`src/rtl/ex_pkg.sv`:
```
// Shared definitions for the EX stage: datapath defaults, ALU opcodes and multiplier FSM states.
package ex_pkg;

    localparam int DEF_DATA_W = 8;
    localparam int DEF_ADDR_W = 3;
    localparam int DEF_IMM_W  = 5;

    localparam logic [3:0] ALU_ADD  = 4'd0;
    localparam logic [3:0] ALU_SUB  = 4'd1;
    localparam logic [3:0] ALU_AND  = 4'd2;
    localparam logic [3:0] ALU_OR   = 4'd3;
    localparam logic [3:0] ALU_XOR  = 4'd4;
    localparam logic [3:0] ALU_NOR  = 4'd5;
    localparam logic [3:0] ALU_SLL  = 4'd6;
    localparam logic [3:0] ALU_SRL  = 4'd7;
    localparam logic [3:0] ALU_SLT  = 4'd8;
    localparam logic [3:0] ALU_ADDI = 4'd9;
    localparam logic [3:0] ALU_MUL  = 4'd10;

    typedef enum logic {
        MUL_IDLE,
        MUL_BUSY
    } mul_state_e;

endpackage

```
`src/rtl/alu8.sv`:
```
// Combinational ALU for single-cycle ops 0-9; every other opcode yields zero.
module alu8
    import ex_pkg::*;
#(
    parameter int DATA_W = DEF_DATA_W,
    parameter int IMM_W  = DEF_IMM_W
) (
    input  logic [3:0]        op_i,
    input  logic [DATA_W-1:0] a_i,
    input  logic [DATA_W-1:0] b_i,
    input  logic [IMM_W-1:0]  imm_i,
    output logic [DATA_W-1:0] y_o
);

    logic [DATA_W-1:0] imm_ext;

    assign imm_ext = {{(DATA_W-IMM_W){imm_i[IMM_W-1]}}, imm_i};

    always_comb begin
        y_o = '0;
        case (op_i)
            ALU_ADD:  y_o = a_i + b_i;
            ALU_SUB:  y_o = a_i - b_i;
            ALU_AND:  y_o = a_i & b_i;
            ALU_OR:   y_o = a_i | b_i;
            ALU_XOR:  y_o = a_i ^ b_i;
            ALU_NOR:  y_o = ~(a_i | b_i);
            ALU_SLL:  y_o = a_i << b_i[2:0];
            ALU_SRL:  y_o = a_i >> b_i[2:0];
            ALU_SLT:  y_o = {{(DATA_W-1){1'b0}}, ($signed(a_i) < $signed(b_i))};
            ALU_ADDI: y_o = a_i + imm_ext;
            default:  y_o = '0;
        endcase
    end

endmodule

```
`src/rtl/execute_stage.sv`:
```
// EX stage: operand forwarding, ALU, CB flag and the EX/MEM register.
// Define MULT_EN to enable the iterative shift-add multiplier for op 10 (otherwise op 10 is a bubble).
module execute_stage
    import ex_pkg::*;
#(
    parameter int DATA_W = DEF_DATA_W,
    parameter int ADDR_W = DEF_ADDR_W,
    parameter int IMM_W  = DEF_IMM_W
) (
    input  logic              clk_i,
    input  logic              rst_i,
    input  logic [3:0]        alucontrol_i,
    input  logic              write_i,
    input  logic              write_data_control_i,
    input  logic              CBwrite_i,
    input  logic [DATA_W-1:0] rs_data_i,
    input  logic [DATA_W-1:0] rt_data_i,
    input  logic [ADDR_W-1:0] rs_addr_i,
    input  logic [ADDR_W-1:0] rt_addr_i,
    input  logic [ADDR_W-1:0] write_addr_i,
    input  logic [IMM_W-1:0]  immediate_i,
    input  logic              memwrite_i,
    input  logic              memread_i,
    input  logic              flush_i,
    input  logic              wb_write_i,
    input  logic [ADDR_W-1:0] wb_addr_i,
    input  logic [DATA_W-1:0] wb_data_i,
    output logic              stall_o,
    output logic [DATA_W-1:0] alu_result_o,
    output logic [DATA_W-1:0] store_data_o,
    output logic [ADDR_W-1:0] write_addr_o,
    output logic              write_o,
    output logic              write_data_control_o,
    output logic              memwrite_o,
    output logic              memread_o,
    output logic              cb_flag_o
);

    logic [DATA_W-1:0] rs_fwd, rt_fwd, alu_y;
    logic [DATA_W-1:0] alu_result_q, alu_result_d, store_data_q, store_data_d;
    logic [ADDR_W-1:0] write_addr_q, write_addr_d;
    logic write_q, write_d, wdc_q, wdc_d, memwrite_q, memwrite_d;
    logic memread_q, memread_d, cb_q, cb_d;
    logic stall, reg_op;

`ifdef MULT_EN
    localparam int CNT_W = $clog2(DATA_W);
    localparam logic [CNT_W-1:0] CNT_LAST = CNT_W'(DATA_W-1);

    mul_state_e        state_q, state_d;
    logic [CNT_W-1:0]  cnt_q, cnt_d;
    logic [DATA_W-1:0] mul_a_q, mul_a_d, mul_b_q, mul_b_d, acc_q, acc_d;
`endif

    // A loaded value in EX/MEM is not yet available, so only ALU results forward from there.
    always_comb begin
        rs_fwd = rs_data_i;
        if (write_q && !memread_q && write_addr_q == rs_addr_i && rs_addr_i != '0)
            rs_fwd = alu_result_q;
        else if (wb_write_i && wb_addr_i == rs_addr_i && rs_addr_i != '0)
            rs_fwd = wb_data_i;
    end

    always_comb begin
        rt_fwd = rt_data_i;
        if (write_q && !memread_q && write_addr_q == rt_addr_i && rt_addr_i != '0)
            rt_fwd = alu_result_q;
        else if (wb_write_i && wb_addr_i == rt_addr_i && rt_addr_i != '0)
            rt_fwd = wb_data_i;
    end

    alu8 #(.DATA_W(DATA_W), .IMM_W(IMM_W)) u_alu (
        .op_i  (alucontrol_i),
        .a_i   (rs_fwd),
        .b_i   (rt_fwd),
        .imm_i (immediate_i),
        .y_o   (alu_y)
    );

    always_comb begin
        alu_result_d = alu_y;
        store_data_d = rt_fwd;
        write_addr_d = write_addr_i;
        write_d      = write_i;
        wdc_d        = write_data_control_i;
        memwrite_d   = memwrite_i;
        memread_d    = memread_i;
        cb_d         = cb_q;
        reg_op       = 1'b1;
        stall        = 1'b0;
`ifdef MULT_EN
        state_d = state_q;
        cnt_d   = cnt_q;
        mul_a_d = mul_a_q;
        mul_b_d = mul_b_q;
        acc_d   = acc_q;

        if (flush_i) begin
            reg_op  = 1'b0;
            state_d = MUL_IDLE;
        end else if (state_q == MUL_BUSY) begin
            // One partial product per cycle; the last step's sum goes straight into EX/MEM.
            acc_d = acc_q + (mul_b_q[cnt_q] ? (mul_a_q << cnt_q) : '0);
            cnt_d = cnt_q + CNT_W'(1);
            if (cnt_q != CNT_LAST) begin
                stall  = 1'b1;
                reg_op = 1'b0;
            end else begin
                alu_result_d = acc_d;
                store_data_d = mul_b_q;
                state_d      = MUL_IDLE;
            end
        end else if (alucontrol_i == ALU_MUL) begin
            mul_a_d = rs_fwd;
            mul_b_d = rt_fwd;
            acc_d   = '0;
            cnt_d   = '0;
            stall   = 1'b1;
            reg_op  = 1'b0;
            state_d = MUL_BUSY;
        end
`else
        if (flush_i || alucontrol_i == ALU_MUL)
            reg_op = 1'b0;
`endif

        if (!reg_op) begin
            alu_result_d = '0;
            store_data_d = '0;
            write_addr_d = '0;
            write_d      = 1'b0;
            wdc_d        = 1'b0;
            memwrite_d   = 1'b0;
            memread_d    = 1'b0;
        end else if (CBwrite_i) begin
            cb_d = (alu_result_d != '0);
        end
    end

    always_ff @(posedge clk_i or posedge rst_i) begin
        if (rst_i) begin
            alu_result_q <= '0;
            store_data_q <= '0;
            write_addr_q <= '0;
            write_q      <= 1'b0;
            wdc_q        <= 1'b0;
            memwrite_q   <= 1'b0;
            memread_q    <= 1'b0;
            cb_q         <= 1'b0;
        end else begin
            alu_result_q <= alu_result_d;
            store_data_q <= store_data_d;
            write_addr_q <= write_addr_d;
            write_q      <= write_d;
            wdc_q        <= wdc_d;
            memwrite_q   <= memwrite_d;
            memread_q    <= memread_d;
            cb_q         <= cb_d;
        end
    end

`ifdef MULT_EN
    always_ff @(posedge clk_i or posedge rst_i) begin
        if (rst_i) begin
            state_q <= MUL_IDLE;
            cnt_q   <= '0;
            mul_a_q <= '0;
            mul_b_q <= '0;
            acc_q   <= '0;
        end else begin
            state_q <= state_d;
            cnt_q   <= cnt_d;
            mul_a_q <= mul_a_d;
            mul_b_q <= mul_b_d;
            acc_q   <= acc_d;
        end
    end
`endif

    // Reset must release the front end even while a MUL sits in ID/EX.
    assign stall_o              = stall & ~rst_i;
    assign alu_result_o         = alu_result_q;
    assign store_data_o         = store_data_q;
    assign write_addr_o         = write_addr_q;
    assign write_o              = write_q;
    assign write_data_control_o = wdc_q;
    assign memwrite_o           = memwrite_q;
    assign memread_o            = memread_q;
    assign cb_flag_o            = cb_q;

endmodule

```
`config.mk`:
```
export PLATFORM = sky130hd
export DESIGN_NAME = execute_stage
export DESIGN_NICKNAME = d
export VERILOG_FILES = /design/src/rtl/ex_pkg.sv /design/src/rtl/alu8.sv /design/src/rtl/execute_stage.sv
export SDC_FILE = /design/constraint.sdc
export NUM_CORES = 1
export LEC_CHECK = 0
export ABC_AREA = 1
export CAP_MARGIN = 20
export CELL_PAD_IN_SITES_DETAIL_PLACEMENT = 0
export CELL_PAD_IN_SITES_GLOBAL_PLACEMENT = 1
export CORE_ASPECT_RATIO = 0.6
export CORE_MARGIN = 4
export CORE_UTILIZATION = 35
export DETAILED_ROUTE_END_ITERATION = 10
export PLACE_DENSITY = 0.84
export SYNTH_ARGS = -nofsm -noshare
export SYNTH_HDL_FRONTEND = slang
export SYNTH_SLANG_ARGS = --single-unit
```
`constraint.sdc`:
```
create_clock -name clk_i -period 4.08 [get_ports clk_i]
set_input_delay 1.224 -clock clk_i [delete_from_list [all_inputs] [get_ports clk_i]]
set_output_delay 1.224 -clock clk_i [all_outputs]
set_load 0.01 [all_outputs]
```
==> results.ini, run 1 <==
[route]
wirelength_um=14300
viasPerCell=5.08
vias=4432
drc=0
ant_nets=0
firstDrtPassIters=5
post_drt_wl_per_cell_um=16.5
first_iter_violations=414

[worst_setup_path]
worstSetupPathType=in -> reg
endpoint_kind=flop
startpoint_type=primary input
crit_path_cell_trace=clkdlybuf4s15_1 -> inv_2 -> o21ai_4 -> o21ai_4 -> nand2_4 -> buf_6 -> nand3_2 -> nand2_2 -> buf_4 -> ha_2 -> fa_2 -> buf_4 -> xor2_1 -> o22ai_1 -> nor3_1 -> nand2_1 -> nor2_2 -> nand2_1 -> nor2_1 -> nand3_1 -> nand2_1 -> inv_1
required_ps=4250
r2r-start=memread_o$_DFF_PP0_
path_delay_family=simple AND/OR/NAND/NOR gates
path_common_cell=nand2_1
max_stage_delay_ps=350
worstReg2RegEnd=cb_flag_o$_DFFE_PP0P_
critical_path_arrival_ps=4130
slowest_stage=fa_2
ff2ff_path_depth=21
r2r_setup_slack_ps=710
critPathMaxFanout=6
critPathBufInv=6

[clock_network]
cts_made_buffers=3
clockRootBuffer=clkbuf_16
clk_latency_ps=270
clk_pin_slew_ps=70
h-tree-depth=1
tritoncts=built
cts-hold-fix-buffers=0
cts_buffer_depth=2
clock_sinks=24

[synth]
synth-simple-area-share_pct=44.8
ys_warn_count=0
async_flop_share_pct=100
synth_compound_area_share_pct=12.0
synth-seq-cells=24
synth_nets=652
synth_fa_ha_area_share_pct=12.7
syn_inst=565
synth_seq_area_share_pct=17.8
synth_edf_count=0
muxShareOfSynthArea_pct=0
synth_ff_type=dfrtp_1
yosysUniqueCellTypes=40
synth_top_family_by_area=simple AND/OR/NAND/NOR gates
avgSynthCellArea_um2=5.96
synthesis.area_um2=3370
synthXorXnorAreaFrac_pct=1.04

[pwr]
comb_power_share_pct=57.7
swShare_pct=39.3
powerDensity_nw_per_um2=241
cell_internal_pwr_w=0.000816
p_switching_w=0.000528
peakVddDrop_mv=0.169
p_clk_share_pct=22.0
seqPwrFrac_pct=20.4
power_leakage_nw=2.85

[sta]
tightest_slew_ps=721
setup-violations-final=0
hold_viol=0
period_share_pct=97.2
finClkSkew_ps=4.01
slew_violations=0
relSlewSlack_pct=51.9
fin_crit_ps=3960
fmax_ghz=0.252
setup_ws_ps=116

[floorplan]
die_area_um2=11300
fp.dieH_um=84.0
die_w_um=135
ios=79
start_util_pct=36.3
core-area_um2=9290
rows=27

[hold_path]
hp-class=reg -> reg
min_from=cb_flag_o$_DFFE_PP0P_
hold_depth=3
hold_end=cb_flag_o$_DFFE_PP0P_

[finish]
finalNetCount=830
most-common-layout-cells=nand2_1, buf_4, clkdlybuf4s50_1
drive_gt1_share_pct=32.5
antenna_cells=0
final_common_cell=nand2_1
finalNonFillerCells=872
syn_to_final_growth_pct=65.3

[run_status]
status=finished, final reports clean

[flow_run]
maxCapViolCount=0

[grt]
grt_first_pass_wirelength_um=22100
antenna_found_initial=0
grt_start_max_net_pins=25
grtUsageTotal_pct=24.7
overflow=0
grt_pass1_vias=4088

[place]
dp_hpwl_um=11400
gp_congestion=1.02
pre_cts_ws_ps=-830
port_buffers=77
dpl.cell_count=843

registers in the layout (all words and copies together), names as in the netlist:
| signal | flops |
|---|---|
| alu_result_o | 8 |
| store_data_o | 8 |
| write_addr_o | 3 |
| cb_flag_o | 1 |
| memread_o | 1 |
| memwrite_o | 1 |
| write_data_control_o | 1 |
| write_o | 1 |
stage by stage:
| stage | hold slack (ps) | TNS (ps) | instance area [µm²] | total power (W) | utilization, % |
|---|---|---|---|---|---|
| 2_1_floorplan | 590 | 0 | 3370 | 0.000590 | - |
| 3_3_place_gp | 613 | -5230 | 4870 | 0.000893 | 52.4 |
| 3_5_place_dp | 609 | -5370 | 4870 | 0.000894 | 52.4 |
| 4_1_cts | 636 | 0 | 5210 | 0.00125 | 56.1 |
| 5_1_grt | 668 | -80.2 | 5570 | 0.00142 | 59.9 |
| 6_report | 657 | 0 | 5570 | 0.00134 | 59.9 |
layout make-up:
cell class	instances	area [µm²]
Fill cell	896	3720
Multi-Input combinational cell	446	2770
Timing Repair Buffer	183	1610
Sequential cell	24	601
Inverter	85	324
Tap cell	130	163
Clock buffer	3	75.1
Clock inverter	1	30.0
cells by family (layout without fill, tap and decap cells):
group,after synthesis,count (layout)
adder cells (fa/ha/maj),33,33
other,1,1
AND/OR/NAND/NOR,340,340
AO/OA/AOI/OAI,68,68
flip-flops,24,24
buffers and inverters,95,272
XOR/XNOR,4,4
power by group through the flow:
stage          sequential [W]  combinational [W]  clock (W)
3_3_place_gp         0.000277           0.000616          0
6_report             0.000274           0.000775   0.000295
4_1_cts              0.000272           0.000677   0.000298
2_1_floorplan        0.000280           0.000310          0
5_1_grt              0.000275           0.000842   0.000308
3_5_place_dp         0.000276           0.000618          0
how the worst max path moves through the flow:
| stage | start | endpoint | slack (ps) | cells past startpoint |
|---|---|---|---|---|
| floorplan | wb_addr_i[0] | cb_flag_o$_DFFE_PP0P_ | 200 | 25 |
| global placement | rs_addr_i[0] | cb_flag_o$_DFFE_PP0P_ | -840 | 24 |
| detailed placement | rs_addr_i[0] | cb_flag_o$_DFFE_PP0P_ | -830 | 25 |
| CTS | rs_addr_i[0] | cb_flag_o$_DFFE_PP0P_ | 10 | 26 |
| global route | rs_addr_i[1] | cb_flag_o$_DFFE_PP0P_ | -80 | 29 |
| finish | rs_addr_i[1] | cb_flag_o$_DFFE_PP0P_ | 120 | 22 |
Yosys cell counts, types with 2 or more instances:
master | count | area share [%]
inv_1 | 78 | 8.7
a221oi_1 | 3 | 0.78
nand4_1 | 12 | 2.2
a211oi_1 | 3 | 0.67
clkbuf_1 | 3 | 0.33
or2_2 | 5 | 0.93
o221ai_1 | 2 | 0.52
nand3b_1 | 2 | 0.45
or2_0 | 2 | 0.37
nand2_1 | 156 | 17
nand2_4 | 2 | 0.67
nor2_1 | 74 | 8.2
inv_2 | 7 | 0.78
fa_1 | 2 | 1.2
dfrtp_1 | 24 | 18
o211ai_1 | 2 | 0.45
nand3_2 | 2 | 0.59
nor3_1 | 2 | 0.30
buf_6 | 2 | 0.67
nand3_1 | 60 | 8.9
a21oi_1 | 17 | 2.5
o21ai_2 | 2 | 0.52
xor2_1 | 3 | 0.78
o21ai_0 | 32 | 4.8
nand2_2 | 15 | 2.8
buf_4 | 4 | 0.89
nor2_2 | 5 | 0.93
a31oi_1 | 2 | 0.37
ha_1 | 31 | 12
worst min-delay path, stage by stage (launching register included):
cell     delay [ps]
dfrtp_1         400
or2_2           130
nand2_1          40
inv_1            50
timing repair:
action | 4_1_cts | 5_1_grt
resized for setup | 59 | 87
endpoints found under the setup margin | 9 | 9
cloned | 0 | 1
pin swaps | 23 | 48
setup buffers | 8 | 15
layer usage:
| metal | part of all wire [%] | vias up | track usage, % |
|---|---|---|---|
| met2 | 41 | 204 | 34.6 |
| met1 | 50 | 2050 | 39.6 |
| li1 | - | 2163 | - |
| met3 | 8.1 | 15 | 4.46 |
| met5 | 0 | - | 0 |
| met4 | 1.1 | 0 | 2.59 |
Note: power is estimated with default switching activity, not from simulation.
==> run 2, diff against run 1 <==
==> constraint.sdc (replaced) <==
create_clock -name clk_i -period 4.08 [get_ports clk_i]
set_input_delay 0.816 -clock clk_i [delete_from_list [all_inputs] [get_ports clk_i]]
set_output_delay 0.816 -clock clk_i [all_outputs]
set_load 0.01 [all_outputs]
==> results.ini, run 2 (synthesis gave the netlist of run 1 again) <==
[run_status]
status=finished, final reports clean

[floorplan]
core-area_um2=9290  ; unchanged
start_util_pct=36.3  ; unchanged
die_w_um=135  ; unchanged
fp.dieH_um=84.0  ; unchanged
ios=79  ; unchanged
die_area_um2=11300  ; unchanged
rows=27  ; unchanged

[clock_network]
clockRootBuffer=clkbuf_16
clk_pin_slew_ps=60  ; about the same
cts_made_buffers=3  ; unchanged
clk_latency_ps=270  ; about the same
h-tree-depth=1  ; unchanged
cts_buffer_depth=2  ; unchanged
clock_sinks=24  ; unchanged
tritoncts=built

[place]
port_buffers=77  ; unchanged
pre_cts_ws_ps=-361  ; +469 ps
dp_hpwl_um=11100  ; -2.5%
gp_congestion=0.980  ; -3.8%
placed_area_um2=4720  ; -3.0%

[finish]
final_common_cell=nand2_1
finalNetCount=796  ; -4.1%
finalCoreUtilization_pct=54.5  ; -5.4 points
syn_to_final_growth_pct=50.3
antenna_cells=0  ; unchanged
most-common-layout-cells=nand2_1, inv_1, clkdlybuf4s50_1
drive_gt1_share_pct=21.6  ; -11 points
stdcell_area_um2=5060  ; -9.0%

[worst_setup_path]
worstSetupPathType=in -> reg
critPathBufInv=6  ; unchanged
endpoint_kind=flop
critPathMaxFanout=7  ; +1
required_ps=4250  ; about the same
max_stage_delay_ps=480  ; +130 ps
critical_path_arrival_ps=4040  ; -90 ps
slowest_stage=clkdlybuf4s50_1
path_common_cell=nand2_1
path_delay_family=simple AND/OR/NAND/NOR gates
startpoint_type=primary input

[sta]
fmax_ghz=0.258  ; +2.2%
tns_ps=0  ; unchanged
setup-violations-final=0  ; unchanged
period_share_pct=95.1  ; -2.1 points
setup_ws_ps=201  ; +85.1 ps
tightest_slew_ps=810  ; +88.6 ps
finClkSkew_ps=3.39  ; -0.617 ps
relSlewSlack_pct=45.8  ; -6.1 points
slew_violations=0  ; unchanged
hold_viol=0  ; unchanged
fin_crit_ps=3880  ; -85.2 ps

[hold_path]
hp-class=reg -> reg

[pwr]
power_leakage_nw=2.65  ; -7.1%
peakVddDrop_mv=0.155  ; -8.2%
power_w=0.00123  ; -8.2%
powerDensity_nw_per_um2=244  ; +0.94%

[route]
viasPerCell=5.08  ; about the same
firstDrtPassIters=5  ; unchanged
wirelength_um=13500  ; -5.6%
vias=4257  ; -3.9%
first_iter_violations=532  ; +29%
ant_nets=0  ; unchanged
post_drt_wl_per_cell_um=16.2  ; -1.8%
drc=0  ; unchanged

[grt]
antenna_found_initial=0  ; unchanged
grt_pass1_vias=4088  ; unchanged
overflow=0  ; unchanged
grt_first_pass_wirelength_um=21500  ; -3.0%
grt_start_max_net_pins=25  ; unchanged
grtUsageTotal_pct=23.8  ; -0.84 points

[flow_run]
maxCapViolCount=0  ; unchanged

[run 2: cell types whose count changed in the layout (fill, tap and decap cells not counted), moves of 5 or more]
cell / delta
clkdlybuf4s50_1: +6
clkbuf_2: -6
nand2_2: -7
o21ai_0: +5
inv_1: +10
buf_4: -27
inv_2: -9
nand3_2: -6
nand3_1: +7
nor2_1: +6
nand2_1: +10
[run 2: repair_timing]
| action | CTS | global route |
|---|---|---|
| setup endpoints to repair | 1 | 8 |
| buffers inserted | 0 | 6 |
| gates resized for setup | 4 | 45 |
| pin swaps | 0 | 15 |
| hold buffers | 0 | 0 |
[run 2: cell type report]
| cell class | instances | area [µm²] |
|---|---|---|
| Clock buffer | 3 | 75.1 |
| Fill cell | 930 | 4230 |
| Sequential cell | 24 | 601 |
| Timing Repair Buffer | 149 | 1340 |
| Clock inverter | 1 | 30.0 |
| Tap cell | 130 | 163 |
| Inverter | 85 | 322 |
| Multi-Input combinational cell | 446 | 2530 |
[run 2: worst paths after layout]
path / startpoint / end / slack [ps] / cells past startpoint
hold reg to reg: cb_flag_o$_DFFE_PP0P_ / cb_flag_o$_DFFE_PP0P_ / 580 / 3
max in group asynchronous: rst_i / store_data_o[5]$_DFF_PP0_ / 2990 / 3
setup / recovery: rs_addr_i[1] / cb_flag_o$_DFFE_PP0P_ / 200 / 26
min in group asynchronous: rst_i / write_o$_DFF_PP0_ / 740 / 2
hold / removal: cb_flag_o$_DFFE_PP0P_ / cb_flag_o$_DFFE_PP0P_ / 580 / 3
setup reg to reg: memread_o$_DFF_PP0_ / cb_flag_o$_DFFE_PP0P_ / 740 / 23
[run 2: layer usage]
layer | vias to the layer above | global-route usage [%] | routed length (µm)
met5 | - | 0 | 0
met1 | 1960 | 38.1 | 6730
li1 | 2095 | - | -
met4 | 0 | 2.87 | 115
met2 | 188 | 32.5 | 5320
met3 | 14 | 5.54 | 1370
[run 2: worst min-delay path: cells and delay by family (launching register included)]
family	cells	cell delay [ps]
and+or+nand+nor	2	160
buffers and inverters	1	50
DFF	1	350
[run 2: power by group]
group | total [W] | switching, W | internal [W]
combinational | 0.000672 | 0.000365 | 0.000307
clock | 0.000291 | 0.0000950 | 0.000196
sequential | 0.000271 | 0.0000150 | 0.000256
total | 0.00123 | 0.000475 | 0.000759
[run 2: per-stage QoR]
step                hold slack [ps]  instances
floorplan                       590        565
global placement                557        827
detailed placement              568        827
CTS                             587        831
global route                    615        838
finish                          584        838
==> run 3, diff against run 2 <==
--- a/config.mk
+++ b/config.mk
@@ -10,10 +10,10 @@
 export CELL_PAD_IN_SITES_DETAIL_PLACEMENT = 0
 export CELL_PAD_IN_SITES_GLOBAL_PLACEMENT = 1
 export CORE_ASPECT_RATIO = 0.6
-export CORE_MARGIN = 4
-export CORE_UTILIZATION = 35
+export CORE_UTILIZATION = 44
 export DETAILED_ROUTE_END_ITERATION = 10
-export PLACE_DENSITY = 0.84
+export DONT_BUFFER_PORTS = 1
+export PLACE_DENSITY = 0.83
 export SYNTH_ARGS = -nofsm -noshare
 export SYNTH_HDL_FRONTEND = slang
 export SYNTH_SLANG_ARGS = --single-unit
==> results.ini, run 3 (synthesis gave the netlist of run 1 again) <==
[run_status]
status=finished, final reports clean

[clock_network]
cts_made_buffers=3  ; unchanged
clk_pin_slew_ps=60  ; about the same
clockRootBuffer=clkbuf_16
clock_sinks=24  ; unchanged
h-tree-depth=1  ; unchanged
cts-hold-fix-buffers=0  ; unchanged
clk_latency_ps=270  ; about the same
post_cts_buffers=0  ; unchanged
cts_buffer_depth=2  ; unchanged
tritoncts=built
cts_resized=0  ; -4

[worst_setup_path]
required_ps=4240  ; about the same
critical_path_arrival_ps=3970  ; -70 ps
endpoint_kind=flop
worstSetupPathType=in -> reg
startpoint_type=primary input
critPathMaxFanout=13  ; +6

[sta]
setup-violations-final=0  ; unchanged
fin_crit_ps=3810  ; -73.7 ps
rsz0062_at_grt=false
finClkSkew_ps=6.81  ; +3.42 ps
relSlewSlack_pct=50.2  ; +4.4 points
period_share_pct=93.3  ; -1.8 points
setup_ws_ps=275  ; +73.7 ps
tns_ps=0  ; unchanged
tightest_slew_ps=744  ; -65.5 ps
slew_violations=0  ; unchanged
fmax_ghz=0.263  ; +1.9%
hold_viol=0  ; unchanged

[place]
gp_congestion=1.00  ; +2.2%
port_buffers=0  ; -100%
dp_hpwl_um=9420  ; -15%
pre_cts_ws_ps=-11.2  ; +350 ps
dpl.cell_count=679  ; -18%

[finish]
finalNetCount=668  ; -16%
final_common_cell=nand2_1
syn_to_final_growth_pct=10.5
drive_gt1_share_pct=11.7  ; -9.9 points
antenna_cells=0  ; unchanged
finalNonFillerCells=684  ; -18%
most-common-layout-cells=nand2_1, inv_1, nor2_1

[grt]
grt_pass1_vias=3311  ; -19%
grt_start_max_net_pins=25  ; unchanged
grt_first_pass_wirelength_um=17600  ; -18%
overflow=0  ; unchanged
grtUsageTotal_pct=29.1  ; +5.2 points
antenna_found_initial=0  ; unchanged

[floorplan]
ios=79  ; unchanged
core-area_um2=7330  ; -21%
die_w_um=115  ; -15%
rows=24  ; -11%
die_area_um2=8020  ; -29%
start_util_pct=46.0  ; +9.7 points
fp.dieH_um=69.8  ; -17%

[route]
first_iter_violations=388  ; -27%
drc=0  ; unchanged
viasPerCell=5.39  ; +6.2%
ant_nets=0  ; unchanged
wirelength_um=11300  ; -17%
firstDrtPassIters=5  ; unchanged
vias=3690  ; -13%
post_drt_wl_per_cell_um=16.5  ; +2.3%

[pwr]
powerDensity_nw_per_um2=273  ; +12%
power_leakage_nw=2.06  ; -22%
peakVddDrop_mv=0.198  ; +28%

[flow_run]
maxCapViolCount=0  ; unchanged

[hold_path]
hp-class=in -> async

## run 3: worst max-delay path, cell delays in order
cell and delay [ps]:
inv_2 30, nand2_1 110, nand2_1 80, nand2_2 130, nand3_4 180, or2_0 240, nand3_1 120, nand2_2 80
inv_2 160, o21ai_0 130, ha_1 380, a21oi_1 90, o21ai_0 210, nand2_1 110, a21oi_1 190, o21ai_0 100
nand3_1 70, nand3_1 110, nor2_1 150, nand4_1 90, nor2_1 150, nand3_1 100, nand2_1 80, inv_1 40
## run 3: layer usage
metal | routed length [µm] | GRT usage, % | up-vias
li1 | - | - | 1835
met1 | 5770 | 47.9 | 1643
met5 | 0 | 0 | -
met4 | 95 | 3.46 | 0
met3 | 1500 | 8.83 | 10
met2 | 3940 | 36.0 | 202
## run 3: final cells by class
class	count	area, µm²
well taps	104	130
clock buffers	3	75.1
inverters	85	319
multi-input cells	446	2390
clock inverters	1	30.0
repair buffers	21	178
flip-flops and latches	24	601
fillers	805	3600
## run 3: where the power goes
part           internal, W  switching (W)  leakage, nW  total, W
clock             0.000195      0.0000928       0.0511  0.000288
sequential        0.000257      0.0000246        0.312  0.000281
combinational     0.000152       0.000297         1.70  0.000448
## run 3: path summary, 6_finish.rpt
path | from | cells after the start | endpoint | slack [ps]
setup / recovery | rt_addr_i[0] | 24 | cb_flag_o$_DFFE_PP0P_ | 270
hold / removal | rst_i | 1 | store_data_o[1]$_DFF_PP0_ | 380
setup reg to reg | memread_o$_DFF_PP0_ | 24 | cb_flag_o$_DFFE_PP0P_ | 410
hold reg to reg | cb_flag_o$_DFFE_PP0P_ | 3 | cb_flag_o$_DFFE_PP0P_ | 660
max in group asynchronous | rst_i | 2 | alu_result_o[2]$_DFF_PP0_ | 3300
min in group clk_i | write_addr_i[2] | 2 | write_addr_o[2]$_DFF_PP0_ | 650
## run 3: metrics by stage
stage               power (W)  cell area, µm²  util (%)  hold slack (ps)
floorplan            0.000590            3370         -              590
global placement     0.000714            3580      48.9              646
detailed placement   0.000713            3580      48.9              658
CTS                   0.00100            3680      50.3              646
global route          0.00108            3720      50.8              392
finish                0.00102            3720      50.8              382
